## config.mk

```make
export PLATFORM = sky130hd
export DESIGN_NAME = lut_ram_wr_arbiter_flat
export DESIGN_NICKNAME = d
export VERILOG_FILES = /design/src/rtl/lut_ram_wr_arbiter_if.sv /design/src/rtl/lut_ram_wr_arbiter.sv /design/src/flat_wrapper.sv
export SDC_FILE = /design/constraint.sdc
export NUM_CORES = 1
export LEC_CHECK = 0
export CAP_MARGIN = 15
export CORE_MARGIN = 1.5
export CORE_UTILIZATION = 30
export DETAILED_ROUTE_END_ITERATION = 7
export GPL_TIMING_DRIVEN = 0
export PLACE_DENSITY = 0.9
export SYNTH_ARGS = -nofsm -noshare
export SYNTH_HDL_FRONTEND = slang
export SYNTH_SLANG_ARGS = --single-unit
```

## constraint.sdc

```tcl
create_clock -name clk -period 1.8 [get_ports clk]
set_clock_uncertainty 0.05 [all_clocks]
set_input_delay 0.36 -clock clk [delete_from_list [all_inputs] [get_ports clk]]
set_output_delay 0.36 -clock clk [all_outputs]
set_load 0.03 [all_outputs]
```

## src/rtl/lut_ram_wr_arbiter_if.sv

```systemverilog
// Write-port bundle between two write clients, the clear controller and the
// lut_ram write port.
//   a_*/b_*     : client write requests (valid/addr/data in, ready out)
//   clr_start   : zero-fill request pulse
//   busy        : clear sequence in progress
//   clr_done    : one-cycle pulse after the final clear write
//   oob_err     : one-cycle pulse after an accepted out-of-range request
//   ram_wr_*    : lut_ram write port
interface lut_ram_wr_arbiter_if #(
  parameter int LUT_WIDTH = 32,
  parameter int LUT_DEPTH = 1000
);
  localparam int AW = (LUT_DEPTH > 1) ? $clog2(LUT_DEPTH) : 1;

  logic                 a_valid;
  logic                 a_ready;
  logic [AW-1:0]        a_addr;
  logic [LUT_WIDTH-1:0] a_data;
  logic                 b_valid;
  logic                 b_ready;
  logic [AW-1:0]        b_addr;
  logic [LUT_WIDTH-1:0] b_data;
  logic                 clr_start;
  logic                 busy;
  logic                 clr_done;
  logic                 oob_err;
  logic                 ram_wr_en;
  logic [AW-1:0]        ram_wr_addr;
  logic [LUT_WIDTH-1:0] ram_wr_data;

  modport master (
    output a_valid, a_addr, a_data, b_valid, b_addr, b_data, clr_start,
    input  a_ready, b_ready, busy, clr_done, oob_err,
           ram_wr_en, ram_wr_addr, ram_wr_data
  );

  modport slave (
    input  a_valid, a_addr, a_data, b_valid, b_addr, b_data, clr_start,
    output a_ready, b_ready, busy, clr_done, oob_err,
           ram_wr_en, ram_wr_addr, ram_wr_data
  );
endinterface

```

## src/rtl/lut_ram_wr_arbiter.sv

```systemverilog
// Round-robin write arbiter for a lut_ram with two clients and a built-in
// zero-fill sequencer.
//   clk  : system clock, rising edge
//   rst  : synchronous active-high reset
//   bus  : lut_ram_wr_arbiter_if.slave (client requests, status, RAM write port)
//
// state  | meaning
// -------+-------------------------------------------------------------
// IDLE   | arbitrate client writes, watch for clr_start
// CLEAR  | write zero to every entry, one per cycle, clients held off
module lut_ram_wr_arbiter #(
  parameter int LUT_WIDTH = 32,
  parameter int LUT_DEPTH = 1000
) (
  input  logic                 clk,
  input  logic                 rst,
  lut_ram_wr_arbiter_if.slave  bus
);
  localparam int AW = (LUT_DEPTH > 1) ? $clog2(LUT_DEPTH) : 1;
  localparam logic [AW:0]   DEPTH_EXT = (AW+1)'(LUT_DEPTH);
  localparam logic [AW-1:0] LAST_IDX  = AW'(LUT_DEPTH - 1);

  typedef enum logic {S_IDLE, S_CLEAR} state_e;

  state_e        state_q;
  logic [AW-1:0] cnt_q;
  logic          ptr_q;        // 0: A has priority, 1: B has priority
  logic          clr_done_q;
  logic          oob_err_q;

  logic                 arb_en;
  logic                 gnt_a;
  logic                 gnt_b;
  logic                 gnt_any;
  logic                 gnt_oob;
  logic [AW-1:0]        gnt_addr;
  logic [LUT_WIDTH-1:0] gnt_data;
  logic                 clearing;
  logic                 cnt_last;

  always_comb begin
    // A clr_start in IDLE takes the cycle; no client is granted alongside it.
    arb_en   = !rst && (state_q == S_IDLE) && !bus.clr_start;
    gnt_a    = arb_en && bus.a_valid && (!bus.b_valid || !ptr_q);
    gnt_b    = arb_en && bus.b_valid && (!bus.a_valid ||  ptr_q);
    gnt_any  = gnt_a || gnt_b;
    gnt_addr = gnt_a ? bus.a_addr : bus.b_addr;
    gnt_data = gnt_a ? bus.a_data : bus.b_data;
    gnt_oob  = {1'b0, gnt_addr} >= DEPTH_EXT;
    clearing = !rst && (state_q == S_CLEAR);
    cnt_last = (cnt_q == LAST_IDX);
  end

  always_comb begin
    bus.a_ready     = gnt_a;
    bus.b_ready     = gnt_b;
    bus.busy        = clearing;
    bus.clr_done    = clr_done_q;
    bus.oob_err     = oob_err_q;
    bus.ram_wr_en   = 1'b0;
    bus.ram_wr_addr = '0;
    bus.ram_wr_data = '0;
    if (clearing) begin
      bus.ram_wr_en   = 1'b1;
      bus.ram_wr_addr = cnt_q;
    end else if (gnt_any && !gnt_oob) begin
      bus.ram_wr_en   = 1'b1;
      bus.ram_wr_addr = gnt_addr;
      bus.ram_wr_data = gnt_data;
    end
  end

  always_ff @(posedge clk) begin
    if (rst) begin
      state_q    <= S_IDLE;
      cnt_q      <= '0;
      ptr_q      <= 1'b0;
      clr_done_q <= 1'b0;
      oob_err_q  <= 1'b0;
    end else begin
      clr_done_q <= 1'b0;
      oob_err_q  <= 1'b0;
      case (state_q)
        S_IDLE: begin
          if (bus.clr_start) begin
            state_q <= S_CLEAR;
            cnt_q   <= '0;
          end else if (gnt_any) begin
            // Out-of-range requests are consumed and still rotate priority.
            ptr_q     <= gnt_a;
            oob_err_q <= gnt_oob;
          end
        end
        S_CLEAR: begin
          if (cnt_last) begin
            state_q    <= S_IDLE;
            cnt_q      <= '0;
            clr_done_q <= 1'b1;
          end else begin
            cnt_q <= cnt_q + 1'b1;
          end
        end
        default: state_q <= S_IDLE;
      endcase
    end
  end
endmodule

```

## src/flat_wrapper.sv

```systemverilog
// flat-port wrapper written by rule: the top's interface ports become plain ports
module lut_ram_wr_arbiter_flat 
#(
  parameter int LUT_WIDTH = 32,
  parameter int LUT_DEPTH = 1000
)
  (clk, rst, bus_a_valid, bus_a_addr, bus_a_data, bus_b_valid, bus_b_addr, bus_b_data, bus_clr_start, bus_a_ready, bus_b_ready, bus_busy, bus_clr_done, bus_oob_err, bus_ram_wr_en, bus_ram_wr_addr, bus_ram_wr_data);
  lut_ram_wr_arbiter_if #(.LUT_WIDTH(LUT_WIDTH), .LUT_DEPTH(LUT_DEPTH)) bus_i ();
  input  logic clk;
  input  logic rst;
  input wire logic [$bits(bus_i.a_valid)-1:0] bus_a_valid;
  input wire logic [$bits(bus_i.a_addr)-1:0] bus_a_addr;
  input wire logic [$bits(bus_i.a_data)-1:0] bus_a_data;
  input wire logic [$bits(bus_i.b_valid)-1:0] bus_b_valid;
  input wire logic [$bits(bus_i.b_addr)-1:0] bus_b_addr;
  input wire logic [$bits(bus_i.b_data)-1:0] bus_b_data;
  input wire logic [$bits(bus_i.clr_start)-1:0] bus_clr_start;
  output wire logic [$bits(bus_i.a_ready)-1:0] bus_a_ready;
  output wire logic [$bits(bus_i.b_ready)-1:0] bus_b_ready;
  output wire logic [$bits(bus_i.busy)-1:0] bus_busy;
  output wire logic [$bits(bus_i.clr_done)-1:0] bus_clr_done;
  output wire logic [$bits(bus_i.oob_err)-1:0] bus_oob_err;
  output wire logic [$bits(bus_i.ram_wr_en)-1:0] bus_ram_wr_en;
  output wire logic [$bits(bus_i.ram_wr_addr)-1:0] bus_ram_wr_addr;
  output wire logic [$bits(bus_i.ram_wr_data)-1:0] bus_ram_wr_data;
  assign bus_i.a_valid = bus_a_valid;
  assign bus_i.a_addr = bus_a_addr;
  assign bus_i.a_data = bus_a_data;
  assign bus_i.b_valid = bus_b_valid;
  assign bus_i.b_addr = bus_b_addr;
  assign bus_i.b_data = bus_b_data;
  assign bus_i.clr_start = bus_clr_start;
  assign bus_a_ready = bus_i.a_ready;
  assign bus_b_ready = bus_i.b_ready;
  assign bus_busy = bus_i.busy;
  assign bus_clr_done = bus_i.clr_done;
  assign bus_oob_err = bus_i.oob_err;
  assign bus_ram_wr_en = bus_i.ram_wr_en;
  assign bus_ram_wr_addr = bus_i.ram_wr_addr;
  assign bus_ram_wr_data = bus_i.ram_wr_data;
  lut_ram_wr_arbiter #(.LUT_WIDTH(LUT_WIDTH), .LUT_DEPTH(LUT_DEPTH)) u_core (.clk(clk), .rst(rst), .bus(bus_i));
endmodule
```

After elaboration in Yosys (flattened, before gate mapping)
Cells that the tools add are included.
- bitwise gates (word level): 3
- add/sub/neg operators: 1
- equal/unequal tests: 2
- reduce and logical (&&, ||, !) cells: 20
- magnitude comparators: 1
- mux-type cells: 15
- operator list (kind ; count):
    $mux W32 ; 3
    $mux W10 ; 5
    $pmux W10 S2 ; 1
    $add A10 B1 Y10 const B ; 1
    $eq A10 B10 Y1 const B ; 1
    $ge A10 B10 Y1 const B ; 1
    $logic_and A1 B1 Y1 ; 8
    $logic_not A1 Y1 ; 6
    $mux W1 ; 5
    $reduce_or A4 Y1 ; 1
    $logic_or A1 B1 Y1 ; 3
    $not A1 Y1 ; 3
    $reduce_and A3 Y1 ; 1
    $ne A2 B2 Y1 const B ; 1
    $pmux W1 S2 ; 1
    $reduce_or A2 Y1 ; 1
- input bits: 89
- output and inout bits: 48
- logic and storage cells: 47
- bits in registers: 14

Longest topological paths before layout
Gate-level depths: netlist of run 1.
- depth in word-level cells: 11
- depth in mapped cells: 6

Worst setup path before layout of run 1
OpenSTA, ideal clock, no wires.
- path type: register to output
- from: register u_core.state_q
- to: output port bus_ram_wr_data[25]
- path buffers: 1
- data arrival time: 1.714 ns
- stages on the path, launching flop included: 6
- slack: -0.324 ns
- cells stage by stage: dfxtp_1 > nor3_4 > o21ai_1 > a211o_4 > buf_6 > a21oi_1
- word-level cells in the longest chain between the ends: 11
- ends and longest elaborated chain (item ; line ; RTL):
    from (decl) ; lut_ram_wr_arbiter.sv:25 ; state_e state_q;
    from (signal assigned) ; lut_ram_wr_arbiter.sv:75 ; state_q <= S_IDLE;
    from (signal assigned) ; lut_ram_wr_arbiter.sv:86 ; state_q <= S_CLEAR;
    from (signal assigned) ; lut_ram_wr_arbiter.sv:96 ; state_q <= S_IDLE;
    $not A1 Y1 ; lut_ram_wr_arbiter.sv:43 ; arb_en = !rst && (state_q == S_IDLE) && !bus.clr_start;
    $logic_and A1 B1 Y1 (2 in series) ; lut_ram_wr_arbiter.sv:43 ;
    $logic_and A1 B1 Y1 (2 in series) ; lut_ram_wr_arbiter.sv:44 ; gnt_a = arb_en && bus.a_valid && (!bus.b_valid || !ptr_q);
    $mux W10 ; lut_ram_wr_arbiter.sv:47 ; gnt_addr = gnt_a ? bus.a_addr : bus.b_addr;
    $ge A10 B10 Y1 ; lut_ram_wr_arbiter.sv:49 ; gnt_oob = {1'b0, gnt_addr} >= DEPTH_EXT;
    $logic_not A1 Y1 ; lut_ram_wr_arbiter.sv:66 ; end else if (gnt_any && !gnt_oob) begin
    $logic_and A1 B1 Y1 ; lut_ram_wr_arbiter.sv:66 ;
    $mux W32 ; lut_ram_wr_arbiter.sv:66 ;
    $mux W32 (*) ; lut_ram_wr_arbiter.sv:63 ; if (clearing) begin
    to (decl) ; flat_wrapper.sv:25 ; output wire logic [$bits(bus_i.ram_wr_data)-1:0] bus_ram_wr_data;
Every way passes the cells marked *; elsewhere a longest branch is shown, timed or not.

Worst setup path in the final report of run 1
- from: register u_core.state_q
- to: output port bus_ram_wr_data[13]
The elaborated chain is that of the path after synthesis.

==> results of run 1 <==
## registers in the layout, indices dropped and copies added (netlist names)
name / cells
u_core.cnt_q: 10
u_core.bus.clr_done: 1
u_core.bus.oob_err: 1
u_core.ptr_q: 1
u_core.state_q: 1
## per-stage QoR
stage                     setup slack [ns]  utilization [%]  hold WS, ns
after floorplan                    -0.0993                -        0.382
after global placement               -1.28             71.8        0.419
after detailed placement             -1.31             71.8        0.429
after CTS                           -0.496             82.2        0.388
after global routing                -0.548             82.1        0.285
final                               -0.499             82.1        0.287
## routing by layer
metal | part of all wire, % | wire length, um
met2 | 55 | 3980
met5 | 0 | 0
met3 | 5.3 | 389
met4 | 2.2 | 157
met1 | 38 | 2760
## worst paths after layout
check	endpoint	cells past startpoint	slack, ns
worst max register to register	u_core.cnt_q[5]	5	0.09
worst min register to register	u_core.ptr_q	1	0.45
worst min-delay path	u_core.state_q	2	0.29
worst max-delay path	bus_ram_wr_data[13]	9	-0.50
## cell families (layout without fill, tap and decap cells)
family	Yosys count	in the layout	synth area share, %
XOR/XNOR	1	1	0.637
buffers and inverters	15	176	5.91
adder cells (fa/ha/maj)	1	1	0.910
AND/OR/NAND/NOR	115	115	38.8
flip-flops	14	14	20.4
multiplexers	1	1	0.819
AO/OA/AOI/OAI	64	64	32.6
## final cells by class
cell class | instances | area share [%]
Timing Repair Buffer | 158 | 45.6
Multi-Input combinational cell | 182 | 39.6
Sequential cell | 14 | 7.92
Buffer | 11 | 3.09
Tap cell | 52 | 1.81
Clock buffer | 4 | 1.53
Inverter | 3 | 0.521
## Yosys cell counts, types with 3 or more instances
master	count	area, um^2
nand2_1	74	278
a21oi_1	30	150
dfxtp_1	14	280
a221o_1	12	120
and2_1	10	62.6
nor2_1	9	33.8
clkbuf_1	6	22.5
a21oi_2	5	43.8
nand3_1	5	25.0
nand4_1	5	31.3
buf_6	3	33.8
o21ai_1	3	15.0
## timing repair
item	4_1_cts	5_1_grt
endpoints found under the setup margin	49	46
pin swaps	12	4
resized for setup	379	8
cloned	3	0
buffers inserted	16	3
## power groups by stage
| stage | Combinational (mW) | Clock [mW] | Sequential (mW) |
|---|---|---|---|
| final | 0.681 | 0.311 | 0.322 |
| after global routing | 0.712 | 0.325 | 0.323 |
| after CTS | 0.664 | 0.309 | 0.322 |
| after detailed placement | 0.579 | 0 | 0.329 |
| after global placement | 0.569 | 0 | 0.329 |
| after floorplan | 0.274 | 0 | 0.328 |
==> results.md, run 1 <==
Status:
- The final reports fail on negative setup slack.
- The run finished, with violations left.

Worst setup path:
- The family with the most delay on the worst path is buffers and inverters.
- In this run the worst setup path begins at u_core.state_q.
- The cell seen most often among critical-path stages is buf_6.
- STA classifies the critical path startpoint as a flop.
- On the worst path, the slowest cell contributes a delay of 0.37 ns.
- The worst reg2reg path startpoint is u_core.cnt_q[0].
- The cell with the largest stage delay on the worst path is a211o_4.
- Traced cell by cell, the critical path runs through nor3_4, buf_6, nand2_4, inv_8, a211o_4, buf_4, buf_12, a21oi_4, buf_6.
- STA classifies the critical path endpoint as an output port.
- The critical path is of the flop to output port type.
- The worst path buffer plus inverter count is 5.
- The data arrival time at the worst-slack endpoint is 1.89 ns.
- Along the worst path, the maximum fanout reaches 5.
- STA puts the critical path data required time at 1.39 ns.

Timing:
- The max-slew violation total from the final report is 0.
- The pin slew with the least headroom to its limit is 0.424 ns.
- The setup slack after layout is -0.499 ns.
- The final-report hold violation count is 0.
- The maximum frequency from static timing analysis is 0.435 GHz.
- The final critical-path required period is 2.30 ns.
- Setup repair after global routing could not meet its margin everywhere.
- After routing, the total negative slack on setup checks comes to -18.89 ns.
- The final clock period utilization by the worst path is 128%.
- The worst max-slew margin expressed relative to the limit is 71.7%.
- Setup violations remaining at the end of the flow were counted as 45.

Route:
- After detailed routing, the number of remaining DRC violations is 0.
- The DRC violation total after the first TritonRoute iteration is 90.
- The number of antenna-violating nets in the routed design is 0.
- In the final routed layout, each cell accounts on average for 17.2 um.
- Dividing the detail-routed via count by the number of cells gives approximately 5.4.
- For this block, the routed nets add up to 7290 um of wire.
- The number of iterations in the first detailed-routing pass is 4.
- Across all layers, the routed design uses 2274 vias.

Pwr:
- The areal power density over the cells is 365 nW/um^2.
- Across the VDD grid, the largest voltage drop is 508 uV.
- The switching fraction of total power is approximately a third.
- The internal power summed over all cells is 0.868 mW.
- The power consumption is 1.31 mW.
- The sequential share of power is 24.5%.
- The portion of total power attributed to combinational logic is roughly half.
- The analysis attributes to net switching a power of 0.446 mW.
- The clock share of power is 23.7%.
- The analysis attributes to cell leakage a power of 1.43 nW.

Placed design:
- The congestion estimate from routability-driven global placement came to 0.870.
- After legalization and detailed placement, the total HPWL measured 4870 um.
- Once placement completed, the tool counted placed cells totaling 399.
- The placed standard-cell area is around 3100 um^2.
- The number of input and output port buffers inserted is 136.

Logic synthesis:
- In this run the mean area of a mapped cell was 6.52 um^2.
- The count of cell types in the netlist is 40.
- The register bit count reported by yosys is 14.
- The post-synth design cell area is 1380 um^2.
- During synthesis, Yosys emitted a total of 0 warnings.
- The number of enable flip-flop cells after synthesis is 0.
- The share of the yosys chip area belonging to registers is 20.4%.
- The post-synthesis instance total is 211.
- The net count after synthesis is roughly 300.
- The most instantiated flip-flop cell in the synthesis netlist is dfxtp_1.
- The fraction of registers with async set or reset after synthesis is 0%.

Floorplan:
- Measured along the x axis, the die boundary spans 70.7 um.
- The die covers between 4000 and 5000 um^2.
- In this run the count of I/O pins placed on the die edge is 137.
- Row generation in the floorplan step produced 24 rows.
- The die boundary height is 70.7 um.
- The initial utilization of the core area, before any placement, comes to 31.4%.
- The area inside the core boundary is 4380 um^2.

Final layout:
- After routing the design area is between 3000 and 4000 um^2.
- Leaving out fill and tap cells, the most frequent cell in the layout is nand2_1.
- The area growth from synthesis to layout is 162%.
- The fraction of layout instances using a drive strength above 1 is around two fifths.
- In the layout the commonest cells are 73 x nand2_1, 72 x clkdlybuf4s50_1, 49 x buf_6.
- For this run, the post-layout net count is 463.
- The area taken by flip-flops and latches is 285 um^2.
- The number of standard cells in the layout, taps in and fillers out is 424.
- The total inserted antenna cells is 0.
- The number of fill cells in the layout is ~280.
- The area of the multi-input gates is 1430 um^2.

Job:
- The tool flagged a number of max-cap violations equal to 0.

Global routing:
- The global-route congestion overflow total is 0.
- Global routing used between 4 and 5% of the available met3 tracks.
- The global routing usage on met2 is 53.1%.
- The layer flagged by global routing as most heavily used is met2.
- The initial antenna violation count came to 0.
- The global-route wire length before repair is 11200 um.
- The via count of the first global-routing pass is 2244.
- Global routing used 31.5% of the available met1 tracks.
- The aggregate global-route resource usage is 27.7%.
- The maximum number of pins on one net before global-route repair is 11.

CTS:
- TritonCTS created 3 clock buffers.
- The count of H-tree levels built during CTS is 1.
- CTS placed an instance of clkbuf_8 at the clock tree root.
- TritonCTS built the clock tree.
- The clock passes through at most 2 buffers.
- The clock sink count is 14.
- The clock latency at the later pin of the worst-skew pair is around 0.25 ns.
- In this run, post-CTS hold repair placed 0 buffers.
- Clock-pin slew was measured on the worst setup and hold paths at 0.06 ns.

Hold path:
- The origin of the worst min-delay path is rst.
- The worst min-delay path class is input port to flop.
(Power assumes the default switching activity.)
==> run 2, diff against run 1 <==
--- a/config.mk
+++ b/config.mk
@@ -10,6 +10,7 @@
 export CORE_UTILIZATION = 30
 export DETAILED_ROUTE_END_ITERATION = 7
 export GPL_TIMING_DRIVEN = 0
+export HOLD_SLACK_MARGIN = 0.02
 export PLACE_DENSITY = 0.9
 export SYNTH_ARGS = -nofsm -noshare
 export SYNTH_HDL_FRONTEND = slang
==> results of run 2 <==
Final layout, timing and power as in run 1 (identical DEF).
